===== config.mk =====
export PLATFORM = sky130hd
export DESIGN_NAME = serial_to_parallel_n_flat
export DESIGN_NICKNAME = d
export VERILOG_FILES = /design/src/rtl/serial_to_parallel_n_if.sv /design/src/rtl/serial_to_parallel_n.sv /design/src/flat_wrapper.sv
export SDC_FILE = /design/constraint.sdc
export NUM_CORES = 1
export LEC_CHECK = 0
export ABC_AREA = 1
export CAP_MARGIN = 25
export CORE_MARGIN = 5
export CORE_UTILIZATION = 54
export CTS_CLUSTER_SIZE = 12
export DETAILED_ROUTE_END_ITERATION = 12
export PLACE_DENSITY_LB_ADDON = 0.1
export REMOVE_ABC_BUFFERS = 1
export SYNTH_ARGS = -nofsm -noshare
export SYNTH_HDL_FRONTEND = slang
export SYNTH_SLANG_ARGS = --single-unit

===== constraint.sdc =====
create_clock -name clk -period 2 [get_ports clk]
set_input_delay 0.4 -clock clk [delete_from_list [all_inputs] [get_ports clk]]
set_output_delay 0.4 -clock clk [all_outputs]
set_load 0.01 [all_outputs]

===== src/rtl/serial_to_parallel_n_if.sv =====
// serial_to_parallel_n_if: narrow input stream and wide packed output stream of the packer
interface serial_to_parallel_n_if #(
  parameter int DATA_W = 32,
  parameter int RATIO  = 2
);
  localparam int CNT_W = $clog2(RATIO + 1);
  logic [DATA_W-1:0]       i_data;
  logic                    i_valid;
  logic                    i_last;
  logic                    i_ready;
  logic [DATA_W*RATIO-1:0] o_data;
  logic                    o_valid;
  logic [CNT_W-1:0]        o_count;
  logic                    o_last;
  logic                    o_ready;
  modport master (
    output i_data, i_valid, i_last, o_ready,
    input  i_ready, o_data, o_valid, o_count, o_last
  );
  modport slave (
    input  i_data, i_valid, i_last, o_ready,
    output i_ready, o_data, o_valid, o_count, o_last
  );
endinterface


===== src/rtl/serial_to_parallel_n.sv =====
// serial_to_parallel_n: packs RATIO narrow words into one wide word with backpressure and frame flush
module serial_to_parallel_n #(
  parameter int DATA_W = 32,
  parameter int RATIO  = 2,
  parameter int ORDER  = 0
) (
  input  logic                  clk,
  input  logic                  rst,
  input  logic                  clear,
  serial_to_parallel_n_if.slave s
);
  localparam int CNT_W = $clog2(RATIO + 1);
  logic [CNT_W-1:0]        cnt_q, cnt_d, count_q, count_d;
  logic [DATA_W*RATIO-1:0] buf_q, buf_d, data_q, data_d, packed_w;
  logic                    valid_q, valid_d, last_q, last_d;
  logic                    accept, complete;
  int                      idx;
  assign s.i_ready = !valid_q || s.o_ready;
  assign s.o_data  = data_q;
  assign s.o_valid = valid_q;
  assign s.o_count = count_q;
  assign s.o_last  = last_q;
  // merge the incoming word into its slice and decide the next packer/output state
  always_comb begin
    accept   = s.i_valid && s.i_ready;
    complete = accept && (cnt_q == CNT_W'(RATIO - 1) || s.i_last);
    idx      = (ORDER != 0) ? int'(cnt_q) : RATIO - 1 - int'(cnt_q);
    packed_w = buf_q;
    for (int j = 0; j < RATIO; j++)
      if (j == idx) packed_w[j*DATA_W +: DATA_W] = s.i_data;
    cnt_d    = (clear || complete) ? '0 : accept ? cnt_q + CNT_W'(1) : cnt_q;
    buf_d    = (clear || complete) ? '0 : accept ? packed_w : buf_q;
    valid_d  = clear ? 1'b0 : complete ? 1'b1 : (valid_q && s.o_ready) ? 1'b0 : valid_q;
    data_d   = clear ? '0 : complete ? packed_w : data_q;
    count_d  = clear ? '0 : complete ? cnt_q + CNT_W'(1) : count_q;
    last_d   = clear ? 1'b0 : complete ? s.i_last : last_q;
  end
  // state registers, cleared asynchronously by active-low rst
  always_ff @(posedge clk or negedge rst) begin
    if (!rst) begin
      cnt_q   <= '0;
      buf_q   <= '0;
      data_q  <= '0;
      count_q <= '0;
      valid_q <= 1'b0;
      last_q  <= 1'b0;
    end else begin
      cnt_q   <= cnt_d;
      buf_q   <= buf_d;
      data_q  <= data_d;
      count_q <= count_d;
      valid_q <= valid_d;
      last_q  <= last_d;
    end
  end
endmodule


===== src/flat_wrapper.sv =====
// flat-port wrapper written by rule: the top's interface ports become plain ports
module serial_to_parallel_n_flat 
#(
  parameter int DATA_W = 32,
  parameter int RATIO  = 2,
  parameter int ORDER  = 0
)
  (clk, rst, clear, s_i_data, s_i_valid, s_i_last, s_o_ready, s_i_ready, s_o_data, s_o_valid, s_o_count, s_o_last);
  serial_to_parallel_n_if #(.DATA_W(DATA_W), .RATIO(RATIO)) s_i ();
  input  logic clk;
  input  logic rst;
  input  logic clear;
  input wire logic [$bits(s_i.i_data)-1:0] s_i_data;
  input wire logic [$bits(s_i.i_valid)-1:0] s_i_valid;
  input wire logic [$bits(s_i.i_last)-1:0] s_i_last;
  input wire logic [$bits(s_i.o_ready)-1:0] s_o_ready;
  output wire logic [$bits(s_i.i_ready)-1:0] s_i_ready;
  output wire logic [$bits(s_i.o_data)-1:0] s_o_data;
  output wire logic [$bits(s_i.o_valid)-1:0] s_o_valid;
  output wire logic [$bits(s_i.o_count)-1:0] s_o_count;
  output wire logic [$bits(s_i.o_last)-1:0] s_o_last;
  assign s_i.i_data = s_i_data;
  assign s_i.i_valid = s_i_valid;
  assign s_i.i_last = s_i_last;
  assign s_i.o_ready = s_o_ready;
  assign s_i_ready = s_i.i_ready;
  assign s_o_data = s_i.o_data;
  assign s_o_valid = s_i.o_valid;
  assign s_o_count = s_i.o_count;
  assign s_o_last = s_i.o_last;
  serial_to_parallel_n #(.DATA_W(DATA_W), .RATIO(RATIO), .ORDER(ORDER)) u_core (.clk(clk), .rst(rst), .clear(clear), .s(s_i));
endmodule

Word level (Yosys, flattened, before mapping)
Index checks and enable logic that the tools add are counted.

Bits in registers: 134. Logic and storage cells: 36. Input bits: 38.

Muxes and demuxes: 15. Eq/ne operators: 2. Reduce and logical (&&, ||, !) cells: 11. $add $sub $neg: 2.

Operator list (number): 64-bit two-way mux (4); 32-bit two-way mux (2); 2-bit by 32-bit == test with 1-bit output, first input constant (1); 32-bit zero test (1); 2-bit two-way mux (4); 1-bit two-way mux (5); 2-bit nonzero test (2); 1-bit logical AND (3); 1-bit logical OR (3); 3-bit nonzero test (1); 1-bit by 2-bit subtractor with 3-bit output, first input constant (1); 2-bit by 1-bit adder with 2-bit output, second input constant (1); 2-bit by 1-bit == test with 1-bit output, second input constant (1); 1-bit zero test (1).

Depth between registers and ports, before layout
Gate-level depths: netlist of run 1.

Depth after elaboration: 6. Gate-level depth with buffers: 9.

Worst setup path before layout of run 1
No wires, ideal clock.

Path kind: reg-to-reg. Start point: register u_core.cnt_q[0]. End point: register u_core.data_q[34], in the netlist u_core.s.o_data[34]. Setup slack: 0.516 ns. Path buffers: 2. Cell stages (with the launch flop): 10. Arrival: 1.418 ns. Period minus slack after synthesis: 1.484 ns. Setup time: 0.066 ns. Path through: dfrtp_1 > inv_1 > ha_1 > clkbuf_1 > inv_1 > clkbuf_1 > nand2_1 > nand2_1 > nand4_1 > nand2_1.

Longest elaborated chain between the ends: 5. Elaborated cells on any way between the ends: 9. Those cells by class: add/sub (1); eq/ne (2); mux (3); reduce/logical (3).

Ends and longest elaborated chain: from (decl) (RTL line serial_to_parallel_n.sv:13) `logic [CNT_W-1:0] cnt_q, cnt_d, count_q, count_d;`; from (signal assigned) (RTL line serial_to_parallel_n.sv:48) `cnt_q <= cnt_d;`; 1-bit by 2-bit subtractor with 3-bit output (RTL line serial_to_parallel_n.sv:27) `idx = (ORDER != 0) ? int'(cnt_q) : RATIO - 1 - int'(cnt_q);`; 2-bit by 32-bit == test with 1-bit output (RTL line serial_to_parallel_n.sv:30) `if (j == idx) packed_w[j*DATA_W +: DATA_W] = s.i_data;`; 32-bit two-way mux (RTL line serial_to_parallel_n.sv:30); 64-bit two-way mux (2 in a row) (RTL line serial_to_parallel_n.sv:34) `data_d = clear ? '0 : complete ? packed_w : data_q;`; to (signal assigned) (RTL line serial_to_parallel_n.sv:50) `data_q <= data_d;`; to (decl) (RTL line serial_to_parallel_n.sv:14) `logic [DATA_W*RATIO-1:0] buf_q, buf_d, data_q, data_d, packed_w;`.

Several ways; a longest one is shown, not always the timed one. The select of a mux whose other input is x is not followed. A chain may end at the register's enable or synchronous reset.

Final worst setup path of run 1
Start point: register u_core.valid_q, in the netlist u_core.s.o_valid. End point: output port s_o_valid.

RTL lines: from (decl) (RTL line serial_to_parallel_n.sv:15) `logic valid_q, valid_d, last_q, last_d;`; from (signal assigned) (RTL line serial_to_parallel_n.sv:52) `valid_q <= valid_d;`; to (decl) (RTL line flat_wrapper.sv:19) `output wire logic [$bits(s_i.o_valid)-1:0] s_o_valid;`.

No word-level cell between the ends.

==> results of run 1 <==
worst paths after layout:
path | endpoint | from | slack, ns | cells after the start
max in group asynchronous | u_core.s.o_count[1] | rst | 0.93 | 3
worst max-delay path | s_o_valid | u_core.s.o_valid | 0.22 | 1
worst min register to register | u_core.buf_q[37] | u_core.buf_q[37] | 0.48 | 2
worst min-delay path | u_core.s.o_data[42] | rst | 0.46 | 2
worst max register to register | u_core.s.o_data[61] | u_core.cnt_q[0] | 0.33 | 8
min in group clk | u_core.buf_q[37] | u_core.buf_q[37] | 0.48 | 2
cell families after synthesis:
| logic type | Yosys count | share of synthesized area |
|---|---|---|
| buf+inv | 88 | 0.0565 |
| simple gates | 595 | 0.413 |
| fa+ha+maj | 3 | 0.00585 |
| compound gates | 2 | 0.00214 |
| flops | 134 | 0.522 |
power breakdown:
group | total, mW | switching (mW) | leakage, nW | internal [mW]
combinational | 0.937 | 0.583 | 2.28 | 0.354
clock | 2.86 | 1.09 | 0.270 | 1.77
sequential | 2.86 | 0.0531 | 1.85 | 2.80
total | 6.66 | 1.73 | 4.40 | 4.93
metrics by stage:
stage | total power [mW] | instances | util
global placement | 3.81 | 1025 | 0.674
CTS | 6.68 | 1057 | 0.722
global route | 6.92 | 1057 | 0.723
finish | 6.66 | 1057 | 0.723
detailed placement | 3.83 | 1025 | 0.674
floorplan | 3.30 | 744 | -
sequential cells by signal (all words and copies together) (netlist names):
name              cells
u_core.s.o_valid      1
u_core.s.o_count      2
u_core.s.o_data      64
u_core.s.o_last       1
u_core.cnt_q          2
u_core.buf_q         64
cells in the final DEF (no fill, tap or decap), types with 6 or more instances in the layout:
cell type and count:
dfrtp_1 134, nand4_1 133, buf_12 13, clkbuf_8 6, clkdlybuf4s50_1 104, nand3_1 67
buf_4 19, nand2_1 392, inv_1 7, clkbuf_16 17
cells in the mapped netlist:
| master | number |
|---|---|
| a21oi_1 | 1 |
| a21oi_2 | 1 |
| buf_1 | 6 |
| buf_2 | 26 |
| clkbuf_1 | 46 |
| dfrtp_1 | 134 |
| ha_1 | 3 |
| inv_1 | 9 |
| inv_2 | 1 |
| nand2_1 | 393 |
| nand3_1 | 68 |
| nand4_1 | 133 |
| nor2_1 | 1 |
metal layers:
layer | wire length, um | vias up | global-route usage
met1 | 7400 | 3008 | 0.338
li1 | - | 2921 | -
met5 | 0 | - | 0
met2 | 8860 | 298 | 0.425
met4 | 243 | 0 | 0.0941
met3 | 1290 | 23 | 0.0588
cell type report:
class	count	area (um^2)
well taps	143	179
inverters	10	42.5
repair buffers	139	1480
flip-flops and latches	134	3350
multi-input cells	600	2730
fillers	895	3190
clock inverters	3	15.0
clock buffers	28	527
what timing repair did:
action | CTS | global route
setup buffers | 0 | 0
endpoints found under the hold margin | 36 | 0
hold buffers | 1 | 0
resized for setup | 0 | 1
endpoints found under the setup margin | 0 | 1
==> impl_metrics.tcl, run 1 <==
set metrics [dict create \
    final_max_slew_viol_count 0 \
    drt_iter0_drc 726 \
    start_util 0.557 \
    crit_arrival_ns 1.38 \
    p_leak_nw 4.40 \
    hp-class "input pin to async pin" \
    htreeDepth 4 \
    dp_slack_ns 0.0157 \
    slew_headroom 0.727 \
    syn_to_final_growth_pct 29.6 \
    cp_num_buf_inv 1 \
    peakVddDrop_mv 0.562 \
    cts_root_buf "clkbuf_16" \
    start_kind "register" \
    cts.reportedPaths.clkPinSlew_ns 0.06 \
    synth-seq-area-share 0.522 \
    ios 107 \
    critical-path-max-stage-delay_ns 0.56 \
    cts_tree "built" \
    setup_viol 0 \
    antenna_found_initial 0 \
    clk_latency_ns 0.42 \
    cts_sinks 134 \
    yosysTopAreaCell "dfrtp_1" \
    netlist_instances 822 \
    core.rowCount 39 \
    num_vias 6250 \
    path_class "register to output port" \
    diodes 0 \
    crit_required_ns 1.60 \
    status "finished clean" \
    die_width_um 119 \
    rsz0062_at_grt "false" \
    cp_top_family "buffers and inverters" \
    whs_ns 0.458 \
    die_h_um 119 \
    drc 0 \
    finalInstanceArea_mm2 0.00832 \
    grt_pass1_wl_um 30300 \
    worst-path-max-fanout 3 \
    cts_max_path_buffers 2 \
    cts_made_buffers 17 \
    crit_slowest_cell "clkdlybuf4s50_1" \
    tightest_slew_ns 0.409 \
    grt_pass1_vias 6178 \
    powerDensity_mw_per_mm2 800 \
    synth_area_leaders "dfrtp_1 (52%), nand2_1 (23%), nand4_1 (13%)" \
    antenna_left 0 \
    dp_hpwl_um 11000 \
    final.setup.tns_ns 0 \
    grt_max_degree 75 \
    fmax_mhz 562 \
    place.port_buffers 106 \
    period_minus_slack_ns 1.78 \
    wl_per_cell_um 16.8 \
    place_congestion 0.775 \
    hold_violations 0 \
    core-area_mm2 0.0115 \
    placed_area_mm2 0.00777 \
    yosysWarnings 0 \
    synth_top_area_frac 0.522 \
    period_share 0.890 \
    critPathCaptureType "output port" \
    ys_ff_latch 134 \
    fin_skew_ns 0.00698 \
    grtUsageTotal 0.259 \
    avgSynthCellArea_um2 7.81 \
    ys_types 13 \
    first_pass_iters 5 \
    totalWireLength_um 17800 \
    dieArea_mm2 0.0142 \
    finalWorstSetupSlack_ns 0.220 \
    drive_gt1_frac 0.0733 \
    worstPathCellList "clkdlybuf4s50_1" \
    syn_area_mm2 0.00642 \
    viasPerCell 5.91 \
    max_cap_viol_count 0 \
    nets 943 \
    gr-total-overflow 0 \
]
Note: power is estimated with default switching activity, not from simulation.
==> run 2, diff against run 1 <==
--- a/config.mk
+++ b/config.mk
@@ -6,6 +6,7 @@
 export NUM_CORES = 1
 export LEC_CHECK = 0
 export ABC_AREA = 1
+export ABC_CLOCK_PERIOD_IN_PS = 2000
 export CAP_MARGIN = 25
 export CORE_MARGIN = 5
 export CORE_UTILIZATION = 54
==> results of run 2 <==
The final DEF is identical to that of run 1; final timing and power are the same.
